`src/rtl/prefix_carry_pipe_8b.sv`:
```
// Kogge-Stone carry network for the 8-bit adder. Takes propagate/generate
// vectors (bit 0 holds carry-in) through four prefix levels (span 1,2,4,8).
// Register slices after any level are chosen by STAGE_MASK. The stage
// produces sum, carry-out and signed overflow behind a valid/ready handshake.
// Latency is 1 + popcount(STAGE_MASK). The input capture register is always
// present.

// One prefix level: bit i absorbs bit i-SPAN, and lower bits pass through.
module ks_level #(
  parameter int SPAN = 1
) (
  input  logic [8:0] g_i,
  input  logic [8:0] p_i,
  output logic [8:0] g_o,
  output logic [8:0] p_o
);
  for (genvar i = 0; i < 9; i++) begin : g_bit
    if (i >= SPAN) begin : g_op
      assign g_o[i] = g_i[i] | (p_i[i] & g_i[i-SPAN]);
      assign p_o[i] = p_i[i] & p_i[i-SPAN];
    end else begin : g_pass
      assign g_o[i] = g_i[i];
      assign p_o[i] = p_i[i];
    end
  end
endmodule

module prefix_carry_pipe_8b #(
  parameter logic [3:0] STAGE_MASK = 4'b0101
) (
  input  logic       clk_i,
  input  logic       rst_ni,
  input  logic       valid_i,
  output logic       ready_o,
  input  logic [8:0] prop_i,
  input  logic [8:0] gen_i,
  output logic       valid_o,
  input  logic       ready_i,
  output logic [7:0] sum_o,
  output logic       carry_o,
  output logic       overflow_o
);
  // g/p are the running group terms.
  // pc is the original propagate copy used for the final sum XOR.
  typedef struct packed {
    logic [8:0] g;
    logic [8:0] p;
    logic [7:0] pc;
  } slot_t;

  // Occupancy per point. Points without a register never count as a hole.
  // A register therefore advances when any point at or after it is empty,
  // or when the consumer takes the result.
  logic [4:0] full;

  assign ready_o = ready_i | ~&full;

  // Point 0 is the capture register.
  // Point n (n>=1) is the output of prefix level n-1, registered or not.
  for (genvar n = 0; n < 5; n++) begin : g_pt
    slot_t d;
    logic  v;

    if (n == 0) begin : g_cap
      slot_t q;
      logic  vq;
      // Capture input vectors; data is touched only when a valid word is taken.
      always_ff @(posedge clk_i) begin
        if (!rst_ni) begin
          vq <= 1'b0;
          q  <= '0;
        end else if (ready_o) begin
          vq <= valid_i;
          if (valid_i) q <= '{g: gen_i, p: prop_i, pc: prop_i[8:1]};
        end
      end
      assign d       = q;
      assign v       = vq;
      assign full[0] = vq;
    end else begin : g_lvl
      logic [8:0] cg, cp;
      slot_t      c;
      ks_level #(.SPAN(1 << (n - 1))) u_lvl (
        .g_i(g_pt[n-1].d.g),
        .p_i(g_pt[n-1].d.p),
        .g_o(cg),
        .p_o(cp)
      );
      assign c = '{g: cg, p: cp, pc: g_pt[n-1].d.pc};

      if (STAGE_MASK[n-1]) begin : g_reg
        slot_t q;
        logic  vq;
        logic  adv;
        assign adv = ready_i | ~&full[4:n];
        // Pipeline slice. An empty predecessor loads a bubble and data is held.
        always_ff @(posedge clk_i) begin
          if (!rst_ni) begin
            vq <= 1'b0;
            q  <= '0;
          end else if (adv) begin
            vq <= g_pt[n-1].v;
            if (g_pt[n-1].v) q <= c;
          end
        end
        assign d       = q;
        assign v       = vq;
        assign full[n] = vq;
      end else begin : g_thru
        assign d       = c;
        assign v       = g_pt[n-1].v;
        assign full[n] = 1'b1;
      end
    end
  end

  // g[j] is now the carry into bit j (bit 0 = carry-in).
  assign valid_o    = g_pt[4].v;
  assign sum_o      = g_pt[4].d.pc ^ g_pt[4].d.g[7:0];
  assign carry_o    = g_pt[4].d.g[8];
  assign overflow_o = g_pt[4].d.g[7] ^ g_pt[4].d.g[8];

  // The group-propagate terms are not needed once the last level has run.
  logic unused_p;
  assign unused_p = ^g_pt[4].d.p;
endmodule

```
`config.mk`:
```
export PLATFORM = sky130hd
export DESIGN_NAME = prefix_carry_pipe_8b
export DESIGN_NICKNAME = d
export VERILOG_FILES = /design/src/rtl/prefix_carry_pipe_8b.sv
export SDC_FILE = /design/constraint.sdc
export NUM_CORES = 1
export LEC_CHECK = 0
export ABC_AREA = 1
export CORE_ASPECT_RATIO = 0.9
export CORE_MARGIN = 1
export CORE_UTILIZATION = 50
export CTS_CLUSTER_DIAMETER = 150
export DETAILED_ROUTE_END_ITERATION = 8
export PLACE_DENSITY_LB_ADDON = 0.1
export SLEW_MARGIN = 10
export SYNTH_ARGS = -nofsm -noshare
export SYNTH_HDL_FRONTEND = slang
export SYNTH_SLANG_ARGS = --single-unit
```
`constraint.sdc`:
```
create_clock -name clk_i -period 1.6 [get_ports clk_i]
set_input_delay 0.32 -clock clk_i [delete_from_list [all_inputs] [get_ports clk_i]]
set_output_delay 0.32 -clock clk_i [all_outputs]
set_load 0.01 [all_outputs]
```
==> impl_metrics.yaml, run 1 <==
outcome:
  outcome: "finished clean"
synthesis:
  ys_seq_area_frac: 0.471
  synth_ff_type: "dfxtp_1"
  synth_seq_cells: 62
  avgSynthCellArea_um2: 7.75
  async_flop_share: 0
  synth_warnings: 0
  yosysTopAreaCell: "dfxtp_1"
  synth_top_cell_area_share: 0.471
  syn_area_um2: 2640
  synthTopCellsByArea: "dfxtp_1 (47%), nand2_1 (11%), a21oi_1 (10%), nor2_1 (7.0%), nand3b_1 (4.8%)"
  synth_cell_types: 23
  synth_nets: 362
  synth_cells: 340
  synth_edf_count: 0
die:
  die_h_um: 70.9
  dieArea_um2: 5560
  initial_core_util: 0.532
  core_um2: 4950
  io_pins: 34
  die_width_um: 78.5
  rows: 24
clock_tree:
  post_cts_buffers: 0
  tritoncts: "yes"
  clock_sinks: 62
  path_clk_slew_ns: 0.06
  numCtsBuffers: 9
  clk_path_buf_depth: 2
  cts_max_level: 3
  clock_latency_ns: 0.33
  cts_root_buf: "clkbuf_8"
setup_path:
  cpMaxStageDelayCell: "clkdlybuf4s50_1"
  worstSetupEndpointType: "output pin"
  crit_required_ns: 1.28
  crit_chain: "clkdlybuf4s50_1 > inv_1 > nand4_4 > clkdlybuf4s15_1"
  critical-path-top-delay-family: "buffers and inverters"
  path_max_fanout: 2
  startpoint_type: "input port"
  cp_num_buf_inv: 3
  critical_path_arrival_ns: 1.19
  crit_type: "in2out"
  critPathMaxStageDelay_ns: 0.40
detailed_routing:
  first_pass_iters: 4
  drt-wirelength-per-cell_um: 11.8
  drt_iter0_drc: 113
  route.detailed.drc: 0
  viasPerCell: 5.00
  vias: 2241
  finalWirelength_um: 5270
  drtAntennaViolNets: 0
grt:
  grt_max_degree: 40
  grt_overflow: 0
  grt_pass1_wl_um: 9190
  grt_pass1_vias: 2039
  grtUsageTotal: 0.213
  antenna_found_initial: 0
job:
  maxCapViolCount: 0
final_layout:
  stdcell_area_um2: 3210
  nNetsFinal: 400
  drive_gt1_frac: 0.0966
  final_common_cell: "nand2_1"
  synthToLayoutAreaGrowth_pct: 21.8
  most-common-layout-cells: "nand2_1 (78), dfxtp_1 (61), a21oi_1 (54)"
  antennaDiodeCount: 0
place:
  gp_congestion: 0.791
  hpwl_um: 3530
  postPlaceCellArea_um2: 3060
  port_buffers: 32
timing:
  rsz0062_at_grt: "false"
  slew_headroom: 0.508
  max_freq_mhz: 663
  setup_violations: 0
  hold_violations: 0
  period_minus_slack_ns: 1.51
  tightest_slew_ns: 0.738
  skew_ns: 0.00322
  report.final.slew_viol_count: 0
  final.period_utilization: 0.943
pwr:
  p_leak_nw: 1.39
  p_comb_frac: 0.112
  seqPwrFrac: 0.529
  ir_drop_v: 0.000525
  clkPwrFrac: 0.359
  power_w: 0.00318
  netSwitchingPower_w: 0.000777
  p_int_w: 0.00240
  powerDensity_nw_per_um2: 991
  swShare: 0.244
hold_path:
  hp-class: "reg2reg"
[timing repair]
| item | CTS | global route |
|---|---|---|
| endpoints found under the hold margin | 0 | 0 |
| resized for setup | 13 | 3 |
| gates cloned | 0 | 0 |
| setup endpoints to repair | 12 | 2 |
| hold buffers | 0 | 0 |
[metal layers]
layer | part of all wire | GRT usage
met5 | 0 | 0
met4 | 0.0097 | 0.0741
met3 | 0.042 | 0.0761
met2 | 0.46 | 0.344
met1 | 0.49 | 0.264
[cells by family (layout without fill, tap and decap cells)]
group,Yosys count,after routing,synth area share
buffers and inverters,33,76,0.0698
xor gates and xnor gates,9,9,0.0299
and+or+nand+nor,163,163,0.283
AOI/OAI and AO/OA,73,73,0.147
DFF,62,62,0.471
[power by group through the flow]
stage / Sequential [W] / Clock (W) / Combinational [W]
2_1_floorplan: 0.00170 / 0 / 0.000228
3_3_place_gp: 0.00171 / 0 / 0.000367
3_5_place_dp: 0.00171 / 0 / 0.000371
4_1_cts: 0.00168 / 0.00118 / 0.000359
5_1_grt: 0.00169 / 0.00125 / 0.000404
6_report: 0.00168 / 0.00114 / 0.000357
[through the flow]
stage	setup TNS [ns]	hold slack [ns]	setup slack [ns]	utilization	cells
final	0	0.464	0.0914	0.648	448
after floorplan	0	0.436	0.327	-	340
after CTS	0	0.462	0.0268	0.648	448
after global placement	-0.619	0.445	-0.200	0.618	432
after global routing	0	0.483	0.0215	0.648	448
after detailed placement	-1.03	0.454	-0.202	0.618	432
[worst paths after layout]
kind / slack (ns) / depth (start not counted) / endpoint / startpoint
worst min-delay path: 0.46 / 2 / g_pt[1].d[2] / g_pt[1].d[2]
worst min register to register: 0.46 / 2 / g_pt[1].d[2] / g_pt[1].d[2]
worst max register to register: 0.40 / 5 / g_pt[3].d[20] / valid_o
worst max-delay path: 0.09 / 4 / ready_o / ready_i
[final cells by class]
type / count / area [µm²]
fillers: 477 / 1750
flip-flops and latches: 62 / 1240
multi-input cells: 245 / 1210
repair buffers: 47 / 465
clock buffers: 15 / 156
well taps: 65 / 81.3
inverters: 13 / 48.8
clock inverters: 1 / 5.00
[worst reg2reg max path: stages (launching register included)]
cell and delay (ns):
dfxtp_1 0.38, buf_4 0.17, nand2_1 0.09, nand2_2 0.23
nand2_1 0.09, a21oi_1 0.17
[flip-flops by register name, summed over array words and instances (netlist names)]
signal	count
g_pt.d	59
g_pt.g_cap.vq	1
g_pt.g_lvl.g_reg.vq	1
valid_o	1
[cell usage after synthesis (2+ instances only)]
cell and instances:
nand2_1 78, dfxtp_1 62, a21oi_1 54, nor2_1 49, nand3b_1 17, o21ai_0 15
inv_1 11, xor2_1 9, clkbuf_1 8, nand3_1 8, buf_6 7, nand4_1 7
buf_2 3, a21oi_2 2, inv_2 2
No activity file was read; power rests on OpenSTA's default activity.
==> run 2, diff against run 1 <==
--- a/config.mk
+++ b/config.mk
@@ -6,7 +6,7 @@
 export NUM_CORES = 1
 export LEC_CHECK = 0
 export ABC_AREA = 1
-export CORE_ASPECT_RATIO = 0.9
+export CORE_ASPECT_RATIO = 1.2
 export CORE_MARGIN = 1
 export CORE_UTILIZATION = 50
 export CTS_CLUSTER_DIAMETER = 150
==> run 2 against run 1 <==
Compared with the run above:
- core utilization down 1.4 points
- worst setup slack worse by 0.021 ns
- wire length down 6.6%
- via count down 1.3%
- fmax down 1.4%
- clock skew up 0.0024 ns
==> impl_metrics.yaml, run 2 (synthesized netlist as in run 1, its figures left out) <==
final_layout:
  multiInputGateArea_um2: 1210
  synthToLayoutAreaGrowth_pct: 20.6
  final_common_cell: "nand2_1"
  largest_reg_flops: 59
  nNetsFinal: 399
  antennaDiodeCount: 0
  most-common-layout-cells: "nand2_1 (78), dfxtp_1 (61), a21oi_1 (54)"
  drive_gt1_frac: 0.0971
  regArea_um2: 1240
  nFillCells: 470
pwr:
  p_leak_nw: 1.38
  power_w: 0.00319
  ir_drop_v: 0.000527
  powerDensity_nw_per_um2: 1000
grt:
  grtUsageTotal: 0.203
  grt_pass1_wl_um: 8340
  use_met2: 0.335
  antenna_found_initial: 0
  met3_usage: 0.0417
  grt_overflow: 0
  grt_pass1_vias: 1942
  grt_max_degree: 40
  grt-busiest-layer: "met2"
  grtUsageMet1: 0.240
timing:
  slew_headroom: 0.517
  rsz0062_at_grt: "false"
  max_freq_mhz: 654
  skew_ns: 0.00559
  final.period_utilization: 0.956
  setup_violations: 0
  tightest_slew_ns: 0.723
  report.final.slew_viol_count: 0
  whs_ns: 0.458
  hold_violations: 0
  period_minus_slack_ns: 1.53
setup_path:
  crit_type: "in2out"
  critical_path_arrival_ns: 1.21
  path_max_fanout: 2
  crit_required_ns: 1.28
  startpoint_type: "input port"
  worstSetupEndpointType: "output pin"
die:
  rows: 28
  initial_core_util: 0.526
  die_h_um: 81.5
  die_width_um: 68.3
  dieArea_um2: 5570
  io_pins: 34
  core_um2: 5010
detailed_routing:
  drt-wirelength-per-cell_um: 11.2
  drtAntennaViolNets: 0
  drt_iter0_drc: 102
  finalWirelength_um: 4920
  viasPerCell: 5.02
  vias: 2212
  first_pass_iters: 4
  route.detailed.drc: 0
clock_tree:
  clk_path_buf_depth: 2
  clock_sinks: 62
  cts_root_buf: "clkbuf_8"
  numCtsBuffers: 9
  path_clk_slew_ns: 0.06
  tritoncts: "yes"
  post_cts_buffers: 0
  clock_latency_ns: 0.32
  cts_max_level: 3
  cts_hold_buf: 0
place:
  gp_congestion: 0.775
  port_buffers: 32
  hpwl_um: 3400
job:
  maxCapViolCount: 0
hold_path:
  hp-class: "reg2reg"
outcome:
  outcome: "finished clean"
run 2: cell count changes in the layout (fill, tap and decap cells not counted), sizes merged:
cell    previous run  this run
clkbuf            16        15
buf               15        14
run 2: critical path: stages:
cell and delay, ns:
clkdlybuf4s50_1 0.41, inv_1 0.11, nand4_4 0.08, dlygate4sd2_1 0.29
run 2: stage by stage:
step | area, µm² | TNS [ns] | worst slack [ns] | instances | utilization
after floorplan | 2640 | 0 | 0.327 | 340 | -
after global placement | 3030 | -0.852 | -0.172 | 426 | 0.604
after detailed placement | 3030 | -1.32 | -0.176 | 426 | 0.604
after CTS | 3180 | 0 | 0.0209 | 441 | 0.635
after global routing | 3180 | 0 | 0.0117 | 441 | 0.634
final | 3180 | 0 | 0.0707 | 441 | 0.634
run 2: where the power goes:
part,switching (W),internal (W),leakage (nW)
clock,0.000529,0.000637,0.0865
combinational,0.000173,0.000170,0.781
sequential,0.0000601,0.00162,0.509
total,0.000762,0.00243,1.38
run 2: path summary, 6_finish.rpt:
check | start | to | slack, ns | cells past startpoint
setup / recovery | ready_i | ready_o | 0.07 | 4
hold / removal | g_pt[1].d[0] | g_pt[1].d[0] | 0.46 | 2
hold reg to reg | g_pt[1].d[0] | g_pt[1].d[0] | 0.46 | 2
setup reg to reg | valid_o | g_pt[3].d[19] | 0.41 | 5
run 2: cell type report:
cell class                 count  area share
clock buffer                  14      0.0512
clock inverter                 1     0.00158
inverter                      13      0.0154
multi-input combinational    245       0.381
sequential                    62       0.391
tap                           60      0.0236
timing repair buffer          46       0.136
run 2: metal layers:
layer	share of wire	vias up	wire [µm]
met5	0	-	0
met4	0.016	0	77
met3	0.042	7	209
met2	0.47	46	2300
met1	0.47	971	2330
li1	-	1188	-
run 2: timing repair:
action	4_1_cts	5_1_grt
gates cloned	0	0
gates resized for setup	13	3
setup endpoints to repair	12	2
==> run 3, diff against run 2 <==
--- a/config.mk
+++ b/config.mk
@@ -8,10 +8,11 @@
 export ABC_AREA = 1
 export CORE_ASPECT_RATIO = 1.2
 export CORE_MARGIN = 1
-export CORE_UTILIZATION = 50
+export CORE_UTILIZATION = 49
 export CTS_CLUSTER_DIAMETER = 150
 export DETAILED_ROUTE_END_ITERATION = 8
 export PLACE_DENSITY_LB_ADDON = 0.1
+export RECOVER_POWER = 25
 export SLEW_MARGIN = 10
 export SYNTH_ARGS = -nofsm -noshare
 export SYNTH_HDL_FRONTEND = slang
==> constraint.sdc (replaced) <==
create_clock -name clk_i -period 1.38 [get_ports clk_i]
set_input_delay 0.276 -clock clk_i [delete_from_list [all_inputs] [get_ports clk_i]]
set_output_delay 0.276 -clock clk_i [all_outputs]
set_load 0.01 [all_outputs]
==> run 3 against run 2 <==
Compared with the run above:
- the run now ends with negative setup slack left
- sequential cell count unchanged
- sequential power up 16%
- largest power group unchanged
- largest cell class unchanged
- worst setup slack worse by 0.073 ns
- sequential share of layout area down 0.94 points
- non-clock buffer count up 6
- critical path depth down 1
==> impl_metrics.yaml, run 3 (synthesized netlist as in run 1, its figures left out) <==
outcome:
  outcome: "finished, violations left"
  failed_checks: "negative setup slack"
timing:
  rsz0062_at_grt: "true"
  period_minus_slack_ns: 1.38
  setup_slack_ns: -0.00231
  report.final.slew_viol_count: 0
  skew_ns: 0.00818
  max_freq_mhz: 723
  final.period_utilization: 1.00
  slew_headroom: 0.768
  setup_violations: 1
  hold_violations: 0
  tightest_slew_ns: 0.349
pwr:
  p_comb_frac: 0.099
  p_int_w: 0.00325
  power_w: 0.00419
  clkPwrFrac: 0.436
  netSwitchingPower_w: 0.000943
  p_leak_nw: 1.42
  swShare: 0.225
  ir_drop_v: 0.000720
  powerDensity_nw_per_um2: 1290
  seqPwrFrac: 0.464
final_layout:
  largest_reg_flops: 59
  nFillCells: 505
  synthToLayoutAreaGrowth_pct: 23.6
  most-common-layout-cells: "nand2_1 (78), dfxtp_1 (60), a21oi_1 (54)"
  antennaDiodeCount: 0
  nNetsFinal: 405
  stdcell_area_um2: 3260
  drive_gt1_frac: 0.139
  final_common_cell: "nand2_1"
  fin_util: 0.646
  stdcell_count: 448
hold_path:
  hp-class: "reg2reg"
  worstHoldPathCells: 2
  holdPathEnd: "g_pt[1].d[0]"
  min_from: "g_pt[1].d[0]"
detailed_routing:
  drt-wirelength-per-cell_um: 11.6
  vias: 2238
  drt_iter0_drc: 85
  route.detailed.drc: 0
  finalWirelength_um: 5180
  viasPerCell: 5.00
  drtAntennaViolNets: 0
  first_pass_iters: 4
clock_tree:
  clk_path_buf_depth: 2
  numCtsBuffers: 9
  cts_hold_buf: 0
  cts_root_buf: "clkbuf_8"
  tritoncts: "yes"
  post_cts_buffers: 0
  path_clk_slew_ns: 0.06
  clock_sinks: 62
  clock_latency_ns: 0.34
  cts_max_level: 3
setup_path:
  rr_startpoint: "valid_o"
  critPathMaxStageDelay_ns: 0.32
  critical_path_arrival_ns: 1.11
  critical-path-top-delay-family: "flip-flops"
  worstSetupEndpointType: "output pin"
  reg2reg_depth: 7
  path_max_fanout: 2
  cpMaxStageDelayCell: "dfxtp_2"
  crit_required_ns: 1.10
  r2r_slack_ns: 0.09
  crit_chain: "a21o_1 > xor2_1 > buf_2"
  crit_type: "reg2out"
  startpoint_type: "register"
  r2r-end: "g_pt[1].d[19]"
  cp_num_buf_inv: 1
place:
  dp_slack_ns: -0.303
  port_buffers: 32
  dp_cells: 432
  hpwl_um: 3450
  postPlaceCellArea_um2: 3120
  gp_congestion: 0.801
job:
  maxCapViolCount: 0
grt:
  grt_pass1_wl_um: 9040
  grt_overflow: 0
  antenna_found_initial: 0
  grt_pass1_vias: 2102
  grt_max_degree: 36
  grtUsageTotal: 0.216
die:
  rows: 28
  core_um2: 5040
  die_width_um: 68.9
  io_pins: 34
  die_h_um: 82.3
  dieArea_um2: 5680
  initial_core_util: 0.522
==> run 3: cell types whose count changed in the layout (fill, tap and decap cells not counted), moves of 2 or more <==
| cell | previous run | this run |
|---|---|---|
| clkbuf_2 | 1 | 7 |
| buf_4 | 12 | 10 |
| buf_2 | 0 | 5 |
| dlygate4sd2_1 | 10 | 1 |
| bufinv_16 | 0 | 2 |
| buf_12 | 2 | 5 |
==> run 3: routing by layer <==
| layer | routed length, µm | track usage | up-vias |
|---|---|---|---|
| li1 | - | - | 1198 |
| met1 | 2480 | 0.258 | 985 |
| met2 | 2410 | 0.350 | 46 |
| met5 | 0 | 0 | - |
| met4 | 115 | 0.114 | 0 |
| met3 | 179 | 0.0549 | 9 |
==> run 3: timing repair <==
item,CTS,global route
pin swaps,1,0
gates resized for setup,30,10
setup endpoints to repair,12,10
cloned,0,0
==> run 3: how the worst max path moves through the flow <==
stage                  startpoint            end  depth (start not counted)
finish              g_pt[3].d[17]     overflow_o                          3
global route        g_pt[3].d[17]     overflow_o                          3
CTS                 g_pt[3].d[17]     overflow_o                          3
detailed placement        ready_i        ready_o                          4
global placement          ready_i        ready_o                          4
floorplan                 valid_o  g_pt[0].d[10]                          4
==> run 3: area by class of cell <==
cell class | instances | area (µm²) | share of cell area
clock buffers | 13 | 169 | 0.0518
clock inverters | 3 | 65.1 | 0.0200
inverters | 13 | 48.8 | 0.0150
multi-input cells | 245 | 1190 | 0.364
flip-flops and latches | 62 | 1240 | 0.382
well taps | 60 | 75.1 | 0.0230
repair buffers | 52 | 469 | 0.144
==> run 3: through the flow <==
| step | hold WS (ns) | setup TNS (ns) |
|---|---|---|
| 2_1_floorplan | 0.436 | 0 |
| 3_3_place_gp | 0.445 | -9.41 |
| 3_5_place_dp | 0.448 | -9.74 |
| 4_1_cts | 0.457 | -0.0133 |
| 5_1_grt | 0.470 | -0.384 |
| 6_report | 0.455 | -0.00231 |
==> run 3: power by group through the flow <==
stage | clock (W) | sequential, W | combinational [W]
detailed placement | 0 | 0.00199 | 0.000449
global route | 0.00195 | 0.00196 | 0.000476
finish | 0.00183 | 0.00195 | 0.000417
global placement | 0 | 0.00198 | 0.000442
floorplan | 0 | 0.00197 | 0.000264
CTS | 0.00186 | 0.00195 | 0.000437
==> run 3: worst reg2reg max path: stages, from the launching register on <==
cell and delay (ns):
dfxtp_1 0.34, buf_4 0.14, nand3_2 0.10, nand2_4 0.09, clkbuf_1 0.29, nand2_1 0.08, nand2_1 0.09, a21oi_2 0.03
